`config.mk`:
```
export PLATFORM = sky130hd
export DESIGN_NAME = genius_seq_gen
export DESIGN_NICKNAME = d
export VERILOG_FILES = /design/src/rtl/genius_pkg.sv /design/src/rtl/genius_lfsr16.sv /design/src/rtl/genius_seq_gen.sv
export SDC_FILE = /design/constraint.sdc
export NUM_CORES = 1
export LEC_CHECK = 0
export ABC_AREA = 0
export CAP_MARGIN = 20
export CORE_UTILIZATION = 60
export CTS_CLUSTER_DIAMETER = 50
export CTS_CLUSTER_SIZE = 24
export DETAILED_ROUTE_END_ITERATION = 6
export HOLD_SLACK_MARGIN = 0.03
export PLACE_DENSITY_LB_ADDON = 0.2
export SETUP_SLACK_MARGIN = 0.5
export SYNTH_ARGS = -nofsm -noshare
export SYNTH_HDL_FRONTEND = slang
export SYNTH_SLANG_ARGS = --single-unit
```
`constraint.sdc`:
```
create_clock -name clock -period 4.3 [get_ports clock]
set_input_delay 0.86 -clock clock [delete_from_list [all_inputs] [get_ports clock]]
set_output_delay 0.86 -clock clock [all_outputs]
set_load 0.05 [all_outputs]
```
`src/rtl/genius_pkg.sv`:
```
// Shared types and constants for the Genius sequence generator.
package genius_pkg;

  typedef enum logic [1:0] {
    IDLE  = 2'd0,
    FILL  = 2'd1,
    READY = 2'd2
  } state_t;

  typedef logic [1:0] entry_t;

  // Right-shifting Fibonacci form: bits 0,2,3,5 realise x^16+x^14+x^13+x^11+1.
  localparam logic [15:0] LFSR_TAPS   = 16'h002D;
  localparam int          MAX_SEQ_LEN = 16;

  function automatic logic [15:0] fix_seed(input logic [15:0] s);
    return (s == 16'h0000) ? 16'h0001 : s;
  endfunction

endpackage

```
`src/rtl/genius_lfsr16.sv`:
```
// Free-running 16-bit Fibonacci LFSR, loaded with seed under synchronous active-low reset.
module genius_lfsr16
  import genius_pkg::*;
(
  input  logic        clock,
  input  logic        reset,
  input  logic [15:0] seed,
  output logic [15:0] q
);

  logic [15:0] q_q;
  logic [15:0] q_d;

  always_comb begin
    q_d = {^(q_q & LFSR_TAPS), q_q[15:1]};
  end

  always_ff @(posedge clock) begin
    if (!reset) q_q <= seed;
    else        q_q <= q_d;
  end

  assign q = q_q;

endmodule

```
`src/rtl/genius_seq_gen.sv`:
```
// Fills a SEQ_LEN-entry colour sequence from an LFSR on each start rising edge, then serves reads.
// Define GENIUS_SEQ_NO_REPEAT_EN to bump an entry that would repeat its predecessor.
//
// state | meaning
// IDLE  | no sequence stored since reset
// FILL  | writing one entry per cycle, wr_ptr 0..SEQ_LEN-1
// READY | sequence complete and readable
module genius_seq_gen
  import genius_pkg::*;
#(
  parameter logic [15:0] LFSR_SEED = 16'hACE1,
  parameter int          SEQ_LEN   = 16
) (
  input  logic       clock,
  input  logic       reset,
  input  logic       start,
  input  logic [3:0] index,
  output logic [1:0] current_number,
  output logic       ready
);

  localparam logic [15:0] SEED_EFF = fix_seed(LFSR_SEED);
  localparam logic [3:0]  LAST_PTR = 4'(SEQ_LEN - 1);

  state_t      state_q, state_d;
  logic        start_q;
  logic        start_edge;
  logic [3:0]  wr_ptr_q, wr_ptr_d;
  logic        wr_en;
  entry_t      wr_data;
  entry_t      cur_q, cur_d;
  entry_t      mem_q [MAX_SEQ_LEN];
  logic [15:0] lfsr;
  logic        unused_lfsr;

  genius_lfsr16 u_lfsr (
    .clock (clock),
    .reset (reset),
    .seed  (SEED_EFF),
    .q     (lfsr)
  );

  assign unused_lfsr = ^lfsr[15:2];
  assign start_edge  = start & ~start_q;

  always_comb begin
    state_d  = state_q;
    wr_ptr_d = wr_ptr_q;
    wr_en    = 1'b0;
    case (state_q)
      IDLE: begin
        if (start_edge) begin
          state_d  = FILL;
          wr_ptr_d = 4'd0;
        end
      end
      FILL: begin
        wr_en = 1'b1;
        if (wr_ptr_q == LAST_PTR) begin
          state_d  = READY;
          wr_ptr_d = 4'd0;
        end else begin
          wr_ptr_d = wr_ptr_q + 4'd1;
        end
      end
      READY: begin
        if (start_edge) begin
          state_d  = FILL;
          wr_ptr_d = 4'd0;
        end
      end
      default: state_d = IDLE;
    endcase
  end

  always_comb begin
    wr_data = lfsr[1:0];
`ifdef GENIUS_SEQ_NO_REPEAT_EN
    if ((wr_ptr_q != 4'd0) && (lfsr[1:0] == mem_q[wr_ptr_q - 4'd1])) begin
      wr_data = lfsr[1:0] + 2'd1;
    end
`endif
  end

  // A start edge in READY blanks the read port in the same edge that drops ready.
  always_comb begin
    cur_d = 2'b00;
    if ((state_q == READY) && !start_edge && (int'(index) < SEQ_LEN)) begin
      cur_d = mem_q[index];
    end
  end

  always_ff @(posedge clock) begin
    if (!reset) begin
      state_q  <= IDLE;
      start_q  <= 1'b1;
      wr_ptr_q <= 4'd0;
      cur_q    <= 2'b00;
    end else begin
      state_q  <= state_d;
      start_q  <= start;
      wr_ptr_q <= wr_ptr_d;
      cur_q    <= cur_d;
    end
  end

  always_ff @(posedge clock) begin
    if (wr_en) mem_q[wr_ptr_q] <= wr_data;
  end

  assign current_number = cur_q;
  assign ready          = (state_q == READY);

endmodule

```
* Word-level counts from Yosys, hierarchy flattened *
Memory sizes are Yosys's and may differ from the RTL's. A register that Yosys moved wholly into a read port is not among the register bits.
Index checks and enable logic that the tools add are counted.

word-level totals
  flip-flop bits (word level) = 23
  memory bits (writable) = 32
  output and inout bits = 3
  logic and storage cells = 32
  memories = 1

operators by class
  add/subtract/negate cells = 1
  equality and inequality tests = 5
  muxes and demuxes = 9
  bitwise gates (word level) = 2
  reductions and logical operators = 10

memory list
  name   depth  width  read ports  clocked after memory_dff  write ports  RTL line              RTL
  mem_q  16     2      1           1                         1            genius_seq_gen.sv:32  entry_t mem_q [MAX_SEQ_LEN];

operator list
  kind                                                                   count
  16-bit XOR reduction                                                   1
  4-bit two-way mux                                                      2
  4-bit case mux with 2 select lines                                     1
  2-bit AND reduction                                                    3
  4-bit by 1-bit adder with 4-bit output, second input constant          1
  4-bit equality test, second input constant                             1
  2-bit two-way mux                                                      2
  2-bit case mux with 2 select lines                                     1
  1-bit two-way mux                                                      3
  2-bit by 1-bit equality test with 1-bit output, second input constant  1
  2-bit equality test, second input constant                             1
  1-bit zero test                                                        2
  2-bit zero test                                                        1
  2-bit by 1-bit != test with 1-bit output, second input constant        1
  2-bit != test, second input constant                                   1
  2-bit nonzero test                                                     1
  2-bit OR reduction                                                     1
  1-bit bitwise AND                                                      1
  1-bit logical AND                                                      1
  1-bit inverter                                                         1

* Depth between registers and ports, before layout *
Gate-level depths: netlist of run 1.

  depth in word-level cells = 6
  depth in mapped cells = 5
  depth with buffers taken out = 5

* Hierarchy *
Synthesis of run 1 repeated with hierarchy kept, for this count alone.

unflattened totals
  cells, all modules = 157
  area, all modules = 2344.7 µm²

by module, submodules not included
  module          instances  cells an instance  area an instance (µm²)
  genius_seq_gen  1          119                1759.2
  genius_lfsr16   1          38                 585.6

* Least setup slack after synthesis of run 1 *
Ideal clock, no wire load.

  path type = input to register
  start point = input index[2]
  end point = register cur_q[1], in the netlist current_number[1], read port of mem_q
  library setup time = 0.125 ns
  arrival time = 1.833 ns
  setup slack = 2.342 ns
  cell stages on the path = 5
  path buffers = 1
  cell sequence = buf_6 -> mux4_2 -> nor2b_1 -> a211oi_1 -> a211oi_1

RTL lines
  element             RTL line              RTL
  start: declaration  genius_seq_gen.sv:17  input logic [3:0] index,
  end: declaration    genius_seq_gen.sv:31  entry_t cur_q, cur_d;

* Worst setup path after layout of run 1 *
  start point = register state_q[1]
  end point = output ready

between the ends
  longest elaborated chain between the ends = 1

RTL lines
  element                   RTL line               RTL
  start: declaration        genius_seq_gen.sv:25   state_t state_q, state_d;
  start signal: assignment  genius_seq_gen.sv:100  state_q <= state_d;
  2-bit equality test       genius_seq_gen.sv:112  assign ready = (state_q == READY);
  end: declaration          genius_seq_gen.sv:19   output logic ready

No other way between the ends.

==> results.tsv, run 1 <==
metric	value	unit
RSZ-0062 raised after global routing	no	
fin crit period	2.603	ns
Fill cells	231	
cts bufs inserted	9	
Syn-to-layout area delta	10.98	%
setup bufs post-CTS	0	
switching share of power	21.06	%
Critical Path Fanout Max	3	
clock power share	37.4	%
Post-Route Setup TNS	0	ns
Clk pin slew, worst setup/hold paths	0.09	ns
Via density	5.576	
IO Count	10	
max-cap violations	0	
post-synth cell types	26	
nets	177	
site row count	21	
design area	2440	sq um
CTS hold repair buffers	0	
# clock sinks	57	
Synth top area share	43.71	%
n_diodes	0	
max incr delay on CP	0.83	ns
cells along the critical path	nor2b_1, clkdlybuf4s50_1	
Seq/Total Area, Yosys	66.48	%
clk_lat worst skew	0.38	ns
Crit-path slowest cell	clkdlybuf4s50_1	
Lkg Pwr	0.8527	nW
most numerous cell in the Yosys netlist	edfxtp_1	
Core Region	3416	sq um
IO buf count	9	
Worst Max-Slew Pin Slew	0.6308	ns
total grt overflow	0	
Achievable Freq	0.3842	GHz
kind of end point of the critical path	primary output	
Die Wd	62.53	um
H-tree lvl count	3	
placed cell area	2300	sq um
die area	3910	sq um
Power Density	415.1	nW/um^2
Yosys warnings	0	
via count	1210	
Mapped Nets	165	
ys async rst share	0	%
Synth top cells by count	32 x edfxtp_1, 25 x dfxtp_1, 13 x nor2_1	
share of power burned in registers	58.6	%
class of the most critical hold timing path	reg2reg	
Initial DRT Pass Iterations	4	
average size of a mapped cell	14.28	sq um
ratio of cells with drive above 1 in the final layout	11.11	%
pin count of the biggest net entering global routing	25	
CTS Root Buffer Type	clkbuf_4	
# DRC	0	
Yosys reg bits	57	
status	completed	
Post-synth top flop	edfxtp_1	
first-pass GRT wire length	5.789	mm
TritonCTS clock tree	done	
clk buf depth	2	
post-synth top area cell	edfxtp_1	
overall power	0.001013	W
Final period util	60.53	%
RD Place Congestion	0.7959	
Max-slew headroom	57.81	%
Switching Power	0.0002133	W
Post-synth EDFFs	32	
Hold Violations, Final	0	
pins over their slew limit	0	
Critical Path RT	3.44	ns
worst vdd ir	0.2693	mV
combinational share of power	4.1	%
Setup-failing EPs final	0	
CP arrival	1.74	ns
vias in the first global route	1242	
Post-Syn Instances	154	
Top delay family on crit path	buffers and inverters	
CP startpoint kind	register	
drt total wl	3.395	mm
WS Path Type	reg2out	
Int Power	0.0007994	W
CTS resizes	0	
antenna violations before repair	0	
Initial DRC Count	56	
Avg WL per Cell	15.65	um
Initial Utilization	64.36	%
Die Y	62.53	um
Area contributors post-synth	edfxtp_1 44%, dfxtp_1 23%, mux4_1 7.2%	
post-route ant nets	0	
Post-Syn Area	2198	sq um
Tot GR Track Use	20.63	%
Clock Skew	0.009055	ns
Final HPWL DP	2.304	mm
Critical path buffers and inverters	1	
==> kinds of logic after synthesis <==
logic type,share of synthesized area (%)
AOI/OAI and AO/OA,3.244
xor gates and xnor gates,1.594
adders and majority gates,2.277
buffers and inverters,2.447
DFF,66.48
muxes,10.13
and+or+nand+nor,13.83
==> worst reg2reg max path, stage by stage, from the launching register on <==
cell and delay (ns):
dfxtp_1 0.36, nor2b_1 0.44, nand2_1 0.25, nor2_1 0.35
==> state kept, by name (all words and copies together) (netlist names) <==
register,cells
start_q,1
state_q,2
mem_q,32
wr_ptr_q,4
u_lfsr.q,16
current_number,2
==> per-stage QoR <==
| step | setup WS, ns | utilization (%) | hold slack (ns) | instances |
|---|---|---|---|---|
| finish | 1.697 | 71.43 | 0.4249 | 217 |
| CTS | 1.664 | 71.43 | 0.4229 | 217 |
| global route | 1.605 | 71.43 | 0.4382 | 217 |
| global placement | 1.654 | 67.33 | 0.3898 | 201 |
| detailed placement | 1.556 | 67.33 | 0.3941 | 201 |
| floorplan | 2.342 | - | 0.3863 | 154 |
==> cell type report <==
class	instances	area, sq um	share of cell area [%]
flip-flops and latches	57	1461	59.90
multi-input cells	87	683.2	28.00
repair buffers	9	90.09	3.692
clock buffers	11	85.08	3.487
well taps	46	57.56	2.359
clock inverters	5	55.05	2.256
inverters	2	7.507	0.3077
==> path summary, 6_finish.rpt <==
path         cells after the start  slack [ns]            to    startpoint
max                              2        1.70         ready    state_q[1]
min                              1        0.42  u_lfsr.q[13]  u_lfsr.q[14]
min reg2reg                      1        0.42  u_lfsr.q[13]  u_lfsr.q[14]
max reg2reg                      3        2.59  mem_q[15][0]    state_q[0]
==> placed cells by master, fill, tap and decap left out, drive strengths merged <==
cell type,count
a21boi,2
ha,4
a211oi,4
mux2i,2
o21ai,2
a31oi,1
or3b,1
xnor2,2
nor3,4
clkinvlp,2
and3,1
and2,9
a21bo,1
bufinv,1
edfxtp,32
mux4,8
nand2b,12
clkdlybuf4s50,9
nand3,6
clkinv,2
nor2b,4
xor2,2
nor2,13
clkbuf,11
dfxtp,25
nand2,9
inv,2
==> routing by layer <==
layer / part of all wire, % / vias up / wire (um) / track usage (%)
met5: 0 / - / 0 / 0
met2: 50 / 45 / 1707 / 33.15
li1: - / 578 / - / -
met1: 42 / 578 / 1422 / 24.53
met4: 2.5 / 0 / 85 / 12.79
met3: 5.3 / 9 / 180 / 5.839
==> power by group through the flow <==
stage	clock [W]	combinational (W)	sequential, W
2_1_floorplan	0	0.0000321	0.000603
3_3_place_gp	0	0.0000394	0.000605
3_5_place_dp	0	0.0000412	0.000606
4_1_cts	0.000387	0.0000416	0.000593
5_1_grt	0.000410	0.0000462	0.000595
6_report	0.000378	0.0000411	0.000593
Power figures use the tool's default switching activity.
==> run 2: changes to the inputs <==
- CORE_UTILIZATION: 60 -> 58
- clock period: 4.3 -> 2.7 ns (I/O delays scaled with it)
==> results.tsv, run 2 (same netlist as run 1, synthesis figures left out) <==
metric	value	unit
CP arrival	2.28	ns
Hold EP	u_lfsr.q[6]	
H-tree lvl count	3	
fin crit period	2.082	ns
ratio of cells with drive above 1 in the final layout	11.05	%
Int Power	0.001472	W
Die Y	63.57	um
Hold Violations, Final	0	
final worst setup slack	0.6178	ns
Critical Path RT	2.90	ns
total grt overflow	0	
antenna violations before repair	0	
Biggest register	mem_q	
most frequent cells in the layout	32 x edfxtp_1, 25 x dfxtp_1, 13 x nor2_1	
Tot GR Track Use	20.34	%
Avg WL per Cell	15.77	um
Setup-failing EPs final	0	
IO buf count	9	
first-pass GRT wire length	5.837	mm
CTS hold repair buffers	0	
RD Place Congestion	0.7854	
pin count of the biggest net entering global routing	18	
Hold Crit Start	u_lfsr.q[7]	
class of the most critical hold timing path	reg2reg	
TritonCTS clock tree	done	
Achievable Freq	0.4803	GHz
Final period util	77.12	%
switching share of power	18.91	%
Clock Skew	0.008709	ns
IO Count	10	
commonest non-fill, non-tap cell in the layout	edfxtp_1	
RSZ-0062 raised after global routing	no	
status	completed	
post-route ant nets	0	
n_diodes	0	
CP startpoint kind	input pin	
site row count	22	
Via density	5.300	
combinational share of power	3.7	%
max reg flops	32	
Initial DRT Pass Iterations	4	
CTS resizes	1	
pins over their slew limit	0	
Switching Power	0.0003432	W
vias in the first global route	1216	
share of power burned in registers	52.2	%
Hold Crit Depth	1	
setup bufs post-CTS	0	
Power Density	721.4	nW/um^2
worst vdd ir	0.7628	mV
Core Region	3661	sq um
# clock sinks	57	
Worst Max-Slew Pin Slew	0.5470	ns
max-cap violations	0	
pre-CTS setup slack	0.2898	ns
cts bufs inserted	9	
Lkg Pwr	0.8970	nW
Clk pin slew, worst setup/hold paths	0.06	ns
worst hold margin	0.4154	ns
Syn-to-layout area delta	14.46	%
R2R setup slack	0.99	ns
Die Wd	63.57	um
die area	4041	sq um
# DRC	0	
FF-to-FF path depth	3	
via count	1166	
clock power share	44.1	%
Max-slew headroom	63.49	%
Critical Path Fanout Max	8	
CTS Root Buffer Type	clkbuf_8	
nets	178	
Initial DRC Count	37	
WS Path Type	in2reg	
r2r endpoint	mem_q[3][1]	
kind of end point of the critical path	register	
clk buf depth	2	
Worst R2R Start	state_q[0]	
Initial Utilization	60.05	%
clk_lat worst skew	0.32	ns
Post-Route Setup TNS	0	ns
drt total wl	3.469	mm
Final HPWL DP	2.450	mm
==> run 2: cell count changes in the layout (fill, tap and decap cells not counted) <==
cell / before / now
clkbuf_8: 1 / 12
clkbuf_4: 9 / 0
clkinvlp_4: 2 / 0
buf_4: 0 / 1
clkbuf_1: 1 / 2
clkdlybuf4s50_1: 9 / 8
clkinv_2: 2 / 1
dlygate4sd2_1: 0 / 1
==> run 2: how the worst max path moves through the flow <==
| stage | endpoint | from | slack, ns |
|---|---|---|---|
| final | current_number[1] | index[2] | 0.62 |
| after global routing | current_number[0] | index[2] | 0.56 |
| after CTS | current_number[1] | index[2] | 0.64 |
| after detailed placement | current_number[1] | index[2] | 0.29 |
| after global placement | current_number[1] | index[2] | 0.38 |
| after floorplan | current_number[1] | index[2] | 1.06 |
==> run 2: final cells by class <==
class                      count  area (sq um)
inverter                       2         7.507
fill                         250          1145
timing repair buffer          10         96.34
clock buffer                  14         172.7
sequential                    57          1461
multi-input combinational     87         683.2
tap                           48         60.06
clock inverter                 2         35.03
==> run 2: stage by stage <==
| step | cell area (sq um) | util [%] | total power [W] | std cells |
|---|---|---|---|---|
| final | 2516 | 68.73 | 0.001815 | 220 |
| after global placement | 2310 | 63.09 | 0.001028 | 204 |
| after detailed placement | 2310 | 63.09 | 0.001033 | 204 |
| after global routing | 2516 | 68.73 | 0.001877 | 220 |
| after CTS | 2516 | 68.73 | 0.001835 | 220 |
| after floorplan | 2198 | - | 0.001011 | 154 |
==> run 2: metal layers <==
metal,part of all wire (%),GRT usage (%),up-vias
li1,-,-,578
met1,44,24.97,552
met2,50,30.85,27
met3,3.9,8.696,9
met4,2.2,9.659,0
met5,0,0,-
==> run 2: power groups by stage <==
stage / Combinational [W] / Clock, W / Sequential, W
finish: 0.0000675 / 0.000801 / 0.000947
detailed placement: 0.0000677 / 0 / 0.000965
global route: 0.0000751 / 0.000853 / 0.000949
CTS: 0.0000683 / 0.000820 / 0.000947
global placement: 0.0000638 / 0 / 0.000964
floorplan: 0.0000512 / 0 / 0.000960
==> run 2: critical path: stages <==
cell	delay, ns
clkdlybuf4s50_1	0.69
mux4_2	0.55
nor2b_1	0.14
a211oi_1	0.25
a211oi_1	0.10
